File: src/rtl/bcd_updown_counter_nd_pkg.sv
// Shared constants for the N-digit BCD up/down counter: digit width and
// active-low 7-segment codes (bit 6 = seg a ... bit 0 = seg g).
package bcd_updown_counter_nd_pkg;

    localparam int BCD_W = 4;

    localparam logic [6:0] SEG_0     = 7'b0000001;
    localparam logic [6:0] SEG_1     = 7'b1001111;
    localparam logic [6:0] SEG_2     = 7'b0010010;
    localparam logic [6:0] SEG_3     = 7'b0000110;
    localparam logic [6:0] SEG_4     = 7'b1001100;
    localparam logic [6:0] SEG_5     = 7'b0100100;
    localparam logic [6:0] SEG_6     = 7'b0100000;
    localparam logic [6:0] SEG_7     = 7'b0001111;
    localparam logic [6:0] SEG_8     = 7'b0000000;
    localparam logic [6:0] SEG_9     = 7'b0000100;
    localparam logic [6:0] SEG_BLANK = 7'b1111111;

endpackage

File: src/rtl/bcd_to_7seg.sv
// Single BCD digit to active-low 7-segment decoder; non-BCD codes go blank.
module bcd_to_7seg
    import bcd_updown_counter_nd_pkg::*;
(
    input  logic [BCD_W-1:0] i_bcd,
    output logic [6:0]       o_seg
);

    // Pure lookup; anything above 9 lights nothing.
    always_comb begin
        o_seg = SEG_BLANK;
        case (i_bcd)
            4'd0:    o_seg = SEG_0;
            4'd1:    o_seg = SEG_1;
            4'd2:    o_seg = SEG_2;
            4'd3:    o_seg = SEG_3;
            4'd4:    o_seg = SEG_4;
            4'd5:    o_seg = SEG_5;
            4'd6:    o_seg = SEG_6;
            4'd7:    o_seg = SEG_7;
            4'd8:    o_seg = SEG_8;
            4'd9:    o_seg = SEG_9;
            default: o_seg = SEG_BLANK;
        endcase
    end

endmodule

File: src/rtl/bcd_updown_counter_nd.sv
// N-digit BCD up/down counter with tick divider, rate select, synchronous
// load, wrap pulse and per-digit 7-segment outputs.
module bcd_updown_counter_nd
    import bcd_updown_counter_nd_pkg::*;
#(
    parameter int DIGITS   = 2,
    parameter int TICK_DIV = 50_000_000,
    parameter int LZ_BLANK = 0
)
(
    input  logic                      CLOCK_50Mhz,
    input  logic                      RESET,
    input  logic                      EN,
    input  logic                      UP,
    input  logic [1:0]                SPEED,
    input  logic                      LOAD,
    input  logic [BCD_W*DIGITS-1:0]   LOAD_VAL,
    output logic [BCD_W*DIGITS-1:0]   COUNT,
    output logic [7*DIGITS-1:0]       HEX,
    output logic                      TICK,
    output logic                      WRAP
);

    localparam int DIV_W = $clog2(TICK_DIV);

    logic [DIV_W-1:0]        r_div;
    logic [BCD_W*DIGITS-1:0] r_count;
    logic                    r_tick;
    logic                    r_wrap;

    logic [DIV_W-1:0]        w_last;
    logic                    w_term;
    logic [BCD_W*DIGITS-1:0] w_step_val;
    logic [BCD_W*DIGITS-1:0] w_load_val;
    logic                    w_wrap;
    logic [DIGITS-1:0]       w_blank;
    logic [7*DIGITS-1:0]     w_seg;

    // Terminal divider value for the selected rate; >= so a rate increase never stalls.
    assign w_last = DIV_W'((TICK_DIV >> SPEED) - 1);
    assign w_term = (r_div >= w_last);

    // Ripple carry/borrow across digits; carry surviving past the top digit is a wrap.
    always_comb begin
        logic [BCD_W-1:0] w_dig;
        logic             w_cy;
        w_step_val = r_count;
        w_cy       = 1'b1;
        w_dig      = '0;
        for (int d = 0; d < DIGITS; d++) begin
            w_dig = r_count[d*BCD_W +: BCD_W];
            if (w_cy) begin
                if (UP) begin
                    if (w_dig == 4'd9) begin
                        w_step_val[d*BCD_W +: BCD_W] = 4'd0;
                    end else begin
                        w_step_val[d*BCD_W +: BCD_W] = w_dig + 4'd1;
                        w_cy = 1'b0;
                    end
                end else begin
                    if (w_dig == 4'd0) begin
                        w_step_val[d*BCD_W +: BCD_W] = 4'd9;
                    end else begin
                        w_step_val[d*BCD_W +: BCD_W] = w_dig - 4'd1;
                        w_cy = 1'b0;
                    end
                end
            end
        end
        w_wrap = w_cy;
    end

    // Load value with any non-BCD digit forced to 0.
    always_comb begin
        w_load_val = LOAD_VAL;
        for (int d = 0; d < DIGITS; d++) begin
            if (LOAD_VAL[d*BCD_W +: BCD_W] > 4'd9) begin
                w_load_val[d*BCD_W +: BCD_W] = 4'd0;
            end
        end
    end

    // Divider, tick pulse, count and wrap; RESET beats LOAD beats a step.
    always_ff @(posedge CLOCK_50Mhz) begin
        if (RESET) begin
            r_div   <= '0;
            r_count <= '0;
            r_tick  <= 1'b0;
            r_wrap  <= 1'b0;
        end else if (LOAD) begin
            r_div   <= '0;
            r_count <= w_load_val;
            r_tick  <= 1'b0;
            r_wrap  <= 1'b0;
        end else begin
            if (w_term) begin
                r_div  <= '0;
                r_tick <= 1'b1;
            end else begin
                r_div  <= r_div + DIV_W'(1);
                r_tick <= 1'b0;
            end
            if (r_tick && EN) begin
                r_count <= w_step_val;
                r_wrap  <= w_wrap;
            end else begin
                r_wrap  <= 1'b0;
            end
        end
    end

    // Field d blanks when it and every higher digit are zero; field 0 always shows.
    always_comb begin
        logic w_hi_zero;
        w_hi_zero = 1'b1;
        w_blank   = '0;
        for (int d = DIGITS - 1; d >= 0; d--) begin
            w_hi_zero  = w_hi_zero & (r_count[d*BCD_W +: BCD_W] == 4'd0);
            w_blank[d] = (LZ_BLANK != 0) && (d != 0) && w_hi_zero;
        end
    end

    for (genvar g = 0; g < DIGITS; g++) begin : g_digit
        bcd_to_7seg u_seg (
            .i_bcd (r_count[g*BCD_W +: BCD_W]),
            .o_seg (w_seg[g*7 +: 7])
        );
        assign HEX[g*7 +: 7] = w_blank[g] ? SEG_BLANK : w_seg[g*7 +: 7];
    end

    assign COUNT = r_count;
    assign TICK  = r_tick;
    assign WRAP  = r_wrap;

endmodule

File: config.mk
export PLATFORM = sky130hd
export DESIGN_NAME = bcd_updown_counter_nd
export DESIGN_NICKNAME = d
export VERILOG_FILES = /design/src/rtl/bcd_updown_counter_nd_pkg.sv /design/src/rtl/bcd_to_7seg.sv /design/src/rtl/bcd_updown_counter_nd.sv
export SDC_FILE = /design/constraint.sdc
export NUM_CORES = 1
export LEC_CHECK = 0
export ABC_AREA = 1
export CORE_UTILIZATION = 32
export CTS_BUF_LIST = sky130_fd_sc_hd__clkbuf_16
export CTS_CLUSTER_DIAMETER = 120
export DETAILED_ROUTE_END_ITERATION = 10
export PLACE_DENSITY = 0.51
export SETUP_SLACK_MARGIN = 0.15
export SKIP_LAST_GASP = 1
export SYNTH_ARGS = -nofsm -noshare
export SYNTH_HDL_FRONTEND = slang
export SYNTH_SLANG_ARGS = --single-unit
File: constraint.sdc
create_clock -name CLOCK_50Mhz -period 2.2 [get_ports CLOCK_50Mhz]
set_input_delay 0.22 -clock CLOCK_50Mhz [delete_from_list [all_inputs] [get_ports CLOCK_50Mhz]]
set_output_delay 0.22 -clock CLOCK_50Mhz [all_outputs]
set_load 0.01 [all_outputs]
* Word level (Yosys, flattened, before mapping)
Memory sizes are Yosys's and may differ from the RTL's. A register that Yosys moved wholly into a read port is not among the register bits. Index checks and enable logic that the tools add are counted.
Cells by class: eq/ne operators 2, multiplexer cells 22, order comparisons 3, shift-type cells 1, reductions and logical operators 9, add/sub/neg operators 6, bitwise operators 2
Operators by type and width (number):
- $mux 4 | 13
- $add 26x1->26 const B | 1
- $ge 26x26->1 | 1
- $shr 26x2->26 const A | 1
- $sub 26x2->26 const B | 1
- $mux 8 | 2
- $add 4x1->4 const B | 2
- $eq 4x4->1 const B | 2
- $gt 4x4->1 const B | 2
- $logic_not 4->1 | 2
- $sub 4x1->4 const B | 2
- $mux 1 | 7
- $reduce_bool 2->1 | 2
- $reduce_or 4->1 | 1
- $reduce_or 3->1 | 1
- $not 1->1 | 2
- $reduce_and 2->1 | 1
- $reduce_or 2->1 | 1
- $logic_and 1x1->1 | 1
Storage, ports and cells: output and inout bits 24, memories 2, memory bits (read-only) 224, register bits after elaboration 36, logic and storage cells 52, input port bits 15
Memory list:
- (name not given) | depth 16, bits a word 7, rd ports 1, clocked after memory_dff 1, write ports 0, RTL line bcd_to_7seg.sv:12 | case (i_bcd)
- (name not given) | depth 16, bits a word 7, rd ports 1, clocked after memory_dff 1, write ports 0, RTL line bcd_to_7seg.sv:12

* Logic depth before layout (Yosys ltp)
Gate-level depths: netlist (run 1).
depth in word-level cells 8, depth in mapped cells 15, mapped depth without buffers 15

* By module
From an unflattened synthesis (run 1), not the netlist that was laid out.
Unflattened totals: cell total of the unflattened synthesis 495, area, all modules 3261.9 um^2
By module, submodules not included:
- bcd_updown_counter_nd | times used 1, area each 2886.5 um^2, cells each 425, seq. area each 720.7 um^2
- bcd_to_7seg | times used 2, area each 187.7 um^2, cells each 35, seq. area each 0.0 um^2

* Worst setup path after synthesis (run 1)
OpenSTA, ideal clock, no wires.
path kind input to register, start point input SPEED[1], end point register r_div[14], path buffers 1, slack 0.339 ns, cell stages on the path 15, library setup time 0.116 ns, required time 2.084 ns, data arrival time 1.745 ns, path through inv_2 nor2_4 inv_1 ha_1 ha_1 nand2_1 inv_1 nor2_1 nor3_1 nor2_1 o21ai_0 nand2_1 nand4_4 buf_6 nor2_2
Between the ends: longest elaborated chain between the ends 4
RTL lines:
- start, declared | RTL line bcd_updown_counter_nd.sv:15 | input logic [1:0] SPEED,
- $shr 26x2->26 | RTL line bcd_updown_counter_nd.sv:40 | assign w_last = DIV_W'((TICK_DIV >> SPEED) - 1);
- $sub 26x2->26 | RTL line bcd_updown_counter_nd.sv:40
- $ge 26x26->1 | RTL line bcd_updown_counter_nd.sv:41 | assign w_term = (r_div >= w_last);
- $reduce_or 3->1 (no source line)
- end signal, assigned | RTL line bcd_updown_counter_nd.sv:100 | r_div <= r_div + DIV_W'(1);
- end, declared | RTL line bcd_updown_counter_nd.sv:26 | logic [DIV_W-1:0] r_div;
Every way passes these cells. A chain may end at the register's enable or synchronous reset.

* Worst setup path after layout (run 1)
start point register r_count[1], in the netlist COUNT[1], end point register g_digit[1].u_seg.o_seg[3] (netlist name)
Between the ends: longest elaborated chain between the ends 7, elaborated cells on any way between the ends 9, classes of those cells eq/ne (1); mux (5); reduce/logical (3)
RTL lines:
- start, declared | RTL line bcd_updown_counter_nd.sv:27 | logic [BCD_W*DIGITS-1:0] r_count;
- start signal, assigned | RTL line bcd_updown_counter_nd.sv:92 | r_count <= w_load_val;
- start signal, assigned | RTL line bcd_updown_counter_nd.sv:104 | r_count <= w_step_val;
- $eq 4x4->1 / $logic_not 4->1 (equally long branches)
- $mux 1 (on tied branches) | RTL line bcd_updown_counter_nd.sv:54, bcd_updown_counter_nd.sv:61
- $mux 1 * | RTL line bcd_updown_counter_nd.sv:53 | if (UP) begin
- $reduce_bool 2->1 (no source line) *
- $reduce_and 2->1 (no source line) *
- $mux 4 (no source line) * (2 in series)
Mark *: on every way between the ends. The rest lies on a longest branch, timed or not.

==> impl_metrics.py, run 1 <==
metrics = {
    "sta": {
        "fin_hold_ws_ns": 0.4842,
        "max_slew_margin_pct": 63.86,
        "setup-violations-final": 0,
        "period_share_pct": 85.77,
        "fmax_mhz": 529.9,
        "setup_ws_ns": 0.3130,
        "hold_viol": 0,
        "rsz0062_at_grt": "true",
        "final_max_slew_viol_count": 0,
        "skew_ns": 0.003686,
        "fin_setup_tns_ns": 0,
        "worst_pin_slew_ns": 0.5379,
        "finalCriticalPeriod_ns": 1.887,
    },
    "final_layout": {
        "final.fill_count": 1105,
        "final_cells": 714,
        "drive_above_1_share_pct": 16.26,
        "regArea_um2": 1007,
        "final_common_cell": "nand2_1",
        "diodes": 0,
        "nNetsFinal": 626,
        "multi_input_area_um2": 2155,
        "area_growth_pct": 28.00,
        "mostFrequentLayoutCells": "nand2_1, inv_1, dfxtp_1",
    },
    "place": {
        "place.port_buffers": 38,
        "dp.cells": 704,
        "hpwl_mm": 6.667,
        "place_congestion": 0.8257,
        "place_ws_ns": -0.3704,
    },
    "synthesis": {
        "syn_area_um2": 3477,
        "netlist_top_cells_area": "dfxtp_1, nand2_1, ha_1, inv_1, nand3_1",
        "synth_top_area_cell": "dfxtp_1",
        "synth-seq-cells": 50,
        "seq_area_frac_synth_pct": 28.79,
        "syn_inst": 505,
        "netlist.area_leader.share_pct": 28.79,
        "syn_area_per_cell_um2": 6.885,
        "synth_warnings": 0,
        "ys_types": 31,
    },
    "job": {
        "max_cap_viol_count": 0,
    },
    "pwr": {
        "ir_worst_vdd_mv": 0.2903,
        "clkPwrFrac_pct": 34.0,
        "p_int_mw": 1.600,
        "switching_share_pct": 27.67,
        "combPwrFrac_pct": 21.7,
        "p_seq_share_pct": 44.3,
        "leakage_nw": 2.129,
        "powerDensity_nw_per_um2": 497.1,
        "power_switching_mw": 0.6122,
        "p_total_mw": 2.212,
    },
    "grt": {
        "grtUsageTotal_pct": 15.72,
        "overflow": 0,
        "antenna_found_initial": 0,
        "grt_max_degree": 16,
        "grt_pass1_wl_mm": 14.28,
        "grt_pass1_vias": 3149,
    },
    "cts": {
        "clk_latency_ns": 0.28,
        "path_clk_slew_ns": 0.07,
        "cts-root-buf": "clkbuf_16",
        "cts_setup_buffers": 0,
        "clockBufferDepth": 2,
        "numCtsBuffers": 5,
        "hold_buffers": 0,
        "clock_sink_count": 50,
        "htree_num_levels": 2,
        "cts_tree": "done",
    },
    "worst_setup_path": {
        "worst-setup-path-type": "flip-flop to flip-flop",
        "worstPathMaxFanout": 6,
        "crit_chain": "inv_1 -> nand3_2 -> nand3_2 -> nand2_4 -> nand2_1 -> nand2_1 -> inv_1 -> o21ai_1 -> ha_1 -> nand3_1 -> nand3_1 -> nand2_1",
        "path_delay_family": "simple AND/OR/NAND/NOR gates",
        "cp-end-kind": "flip-flop",
        "cp_num_buf_inv": 2,
        "critPathMostFrequentCell": "nand2_1",
        "cpPeakStageDelay_ns": 0.50,
        "critPathSlowestCell": "dfxtp_1",
        "worst_ep_arrival_time_ns": 2.12,
        "crit_required_ns": 2.43,
        "cp-start-kind": "flip-flop",
    },
    "die": {
        "die_area_um2": 11290,
        "core_um2": 10420,
        "die_w_um": 106.2,
        "rows": 37,
        "die_h_um": 106.2,
        "io_pins": 39,
        "initial_utilization_pct": 33.38,
    },
    "drt": {
        "drt_first_pass_iters": 4,
        "drt-initial-drc-count": 113,
        "remaining_drc_errors": 0,
        "drt-total-wl_mm": 8.393,
        "ant_nets": 0,
        "vias": 3254,
        "viasPerCell": 4.557,
        "post_drt_wl_per_cell_um": 11.75,
    },
    "outcome": {
        "status": "complete, no violations",
    },
    "worst_hold_path": {
        "hold_path.class": "flip-flop to flip-flop",
    },
}
==> repair_timing <==
item                       4_1_cts  5_1_grt
hold endpoints to repair         0        0
pin swaps                        0        2
setup endpoints to repair       28       35
gates cloned                     0        2
resized for setup                3       16
==> registers in the layout (all words and copies together), names as in the netlist <==
name,flops
COUNT,8
TICK,1
WRAP,1
g_digit.u_seg.o_seg,14
r_div,26
==> synthesized netlist by cell type, drive strengths merged <==
master   number
nand4        14
dfxtp        50
clkbuf        1
ha           34
nand3        49
xor2         17
o211ai        3
a2111oi       1
nor4          3
buf           4
nor3         12
nor2         64
a21oi        11
nand2       133
xnor2         7
conb          2
o21bai        1
o21ai        16
inv          83
==> worst paths after layout <==
path,start,endpoint,slack (ns),cells after the start
max,COUNT[1],g_digit[1].u_seg.o_seg[3],0.31,12
min reg2reg,r_div[0],r_div[0],0.48,1
max reg2reg,COUNT[1],g_digit[1].u_seg.o_seg[3],0.31,12
min,r_div[0],r_div[0],0.48,1
==> through the flow <==
stage          utilization, %  instance area, µm²
3_3_place_gp            40.68                4238
5_1_grt                 42.73                4451
4_1_cts                 42.02                4377
6_report                42.73                4451
3_5_place_dp            40.68                4238
2_1_floorplan               -                3481
==> per-layer routing <==
metal / GRT usage (%) / vias to the layer above / wire [µm]
li1: - / 1739 / -
met1: 20.09 / 1453 / 4093
met2: 27.37 / 48 / 3936
met3: 1.778 / 14 / 185
met4: 5.159 / 0 / 178
met5: 0 / - / 0
==> layout make-up <==
class                   instances  area share (%)
clock buffers                   5           2.811
clock inverters                 3          0.3655
multi-input cells             368           48.41
flip-flops and latches         50           22.63
repair buffers                 69           14.96
well taps                     136           3.823
inverters                      83           7.000
==> worst reg2reg max path, stage by stage, from the launching register on <==
cell and delay [ns]:
dfxtp_1 0.50, inv_1 0.12, nand3_2 0.11, nand3_2 0.10, nand2_4 0.10, nand2_1 0.05, nand2_1 0.08, inv_1 0.04
o21ai_1 0.19, ha_1 0.30, nand3_1 0.10, nand3_1 0.08, nand2_1 0.06
==> power groups by stage <==
stage	Clock (mW)	Combinational [mW]	Sequential, mW
2_1_floorplan	0	0.229	1.02
3_3_place_gp	0	0.466	1.00
3_5_place_dp	0	0.468	1.00
4_1_cts	0.774	0.470	0.979
5_1_grt	0.803	0.539	0.986
6_report	0.752	0.479	0.981
==> kinds of logic after synthesis <==
kind of cell	share of synthesized area (%)
adders and majority gates	12.23
AOI/OAI and AO/OA	5.326
xor gates and xnor gates	6.045
and+or+nand+nor	37.39
DFF	28.79
other	0.2160
buffers and inverters	10.00
No activity file was read; power rests on OpenSTA's default activity.
==> inputs of run 2 (changes only) <==
Settings changed: CORE_MARGIN from default to 4, CTS_CLUSTER_DIAMETER 120 to default.
==> impl_metrics.py, run 2 (same netlist as run 1, synthesis figures left out) <==
metrics = {
    "place": {
        "hpwl_mm": 6.844,
        "placed_area_um2": 4283,
        "place_ws_ns": -0.3410,
        "dp.cells": 710,
        "place_congestion": 0.8559,
        "place.port_buffers": 38,
    },
    "drt": {
        "drt-initial-drc-count": 111,
        "ant_nets": 0,
        "drt-total-wl_mm": 8.501,
        "remaining_drc_errors": 0,
        "post_drt_wl_per_cell_um": 11.79,
        "drt_first_pass_iters": 5,
        "viasPerCell": 4.517,
        "vias": 3257,
    },
    "sta": {
        "fmax_mhz": 524.8,
        "period_share_pct": 86.61,
        "hold_viol": 0,
        "fin_hold_ws_ns": 0.4876,
        "setup_ws_ns": 0.2945,
        "final_max_slew_viol_count": 0,
        "setup-violations-final": 0,
        "finalCriticalPeriod_ns": 1.905,
        "rsz0062_at_grt": "true",
        "skew_ns": 0.008137,
    },
    "worst_setup_path": {
        "worstPathMaxFanout": 6,
        "crit_required_ns": 2.43,
        "cp-end-kind": "flip-flop",
        "worst-setup-path-type": "flip-flop to flip-flop",
        "worst_ep_arrival_time_ns": 2.14,
        "r2r_cells": 10,
        "cp-start-kind": "flip-flop",
    },
    "outcome": {
        "status": "complete, no violations",
    },
    "job": {
        "max_cap_viol_count": 0,
    },
    "final_layout": {
        "diodes": 0,
        "area_growth_pct": 30.19,
        "final.fill_count": 1108,
        "nNetsFinal": 635,
        "mostFrequentLayoutCells": "nand2_1, inv_1, dfxtp_1",
        "final_cells": 721,
        "final_area_um2": 4527,
        "final_util_pct": 43.27,
        "final_common_cell": "nand2_1",
        "largest_register_ffs": 26,
        "drive_above_1_share_pct": 17.61,
        "top_register": "r_div",
    },
    "cts": {
        "cts_tree": "done",
        "cts-root-buf": "clkbuf_16",
        "clock_sink_count": 50,
        "numCtsBuffers": 5,
        "clk_latency_ns": 0.29,
        "htree_num_levels": 2,
        "clockBufferDepth": 2,
        "path_clk_slew_ns": 0.06,
    },
    "worst_hold_path": {
        "worstHoldPathCells": 1,
        "hold_path.class": "flip-flop to flip-flop",
    },
    "pwr": {
        "ir_worst_vdd_mv": 0.2784,
        "leakage_nw": 2.173,
        "powerDensity_nw_per_um2": 487.9,
    },
    "die": {
        "die_h_um": 112.2,
        "initial_utilization_pct": 33.23,
        "rows": 37,
        "core_um2": 10460,
        "die_area_um2": 12600,
        "io_pins": 39,
        "die_w_um": 112.2,
    },
    "grt": {
        "grt_max_degree": 14,
        "antenna_found_initial": 0,
        "grtUsageTotal_pct": 14.33,
        "overflow": 0,
        "grt_pass1_vias": 3198,
        "grt_pass1_wl_mm": 14.96,
    },
}
run 2: cell types whose count changed in the layout (fill, tap and decap cells not counted), moves of 2 or more:
cell | previous run | this run
buf_4 | 27 | 33
buf_12 | 2 | 4
buf_6 | 0 | 2
clkbuf_16 | 7 | 5
nand2_1 | 124 | 122
nand2_2 | 8 | 10
nor2_2 | 23 | 25
run 2: final cells by class:
class                   instances  area (µm²)  share of cell area, %
flip-flops and latches         50        1003                  22.17
well taps                     136       170.2                  3.759
repair buffers                 78       750.7                  16.58
inverters                      83       311.5                  6.882
multi-input cells             368        2162                  47.76
clock inverters                 1       3.754                0.08292
clock buffers                   5       125.1                  2.764
run 2: path summary, 6_finish.rpt:
kind,from,endpoint,slack (ns)
setup / recovery,r_div[19],r_div[5],0.29
hold / removal,r_div[0],r_div[0],0.49
setup reg to reg,r_div[19],r_div[5],0.29
hold reg to reg,r_div[0],r_div[0],0.49
run 2: through the flow:
stage | TNS (ns) | power, mW
6_report | 0 | 2.209
5_1_grt | 0 | 2.345
4_1_cts | 0 | 2.234
3_5_place_dp | -8.959 | 1.481
3_3_place_gp | -8.484 | 1.478
2_1_floorplan | 0 | 1.248
run 2: report_power, final:
part           internal (mW)  total (mW)  switching [mW]
clock                  0.405       0.729           0.324
combinational          0.246       0.501           0.254
sequential             0.953       0.979          0.0256
run 2: routing by layer:
metal / routed length (µm) / global-route usage, % / vias up
met5: 0 / 0 / -
met4: 192 / 5.128 / 0
met3: 335 / 2.803 / 14
met2: 3919 / 23.72 / 56
met1: 4054 / 18.55 / 1435
li1: - / - / 1752
run 2: timing repair:
action,in CTS,in global routing
setup endpoints to repair,28,41
gates cloned,1,0
pin swaps,2,1
hold buffers,0,0
gates resized for setup,8,15
setup buffers,4,0
run 2: worst max-delay path, cell delays in order, from the launching register on:
cell and delay [ns]:
dfxtp_1 0.37, ha_1 0.34, a21oi_1 0.15, nor2_1 0.06, nor2_1 0.09, nor2_1 0.05
nor2_1 0.24, nand4_4 0.17, buf_12 0.17, buf_12 0.12, nor2_1 0.08
==> inputs of run 3 (changes only) <==
Settings changed: CORE_MARGIN 4 to default.
==> results of run 3 <==
Final layout, timing and power as in run 1 (identical DEF).
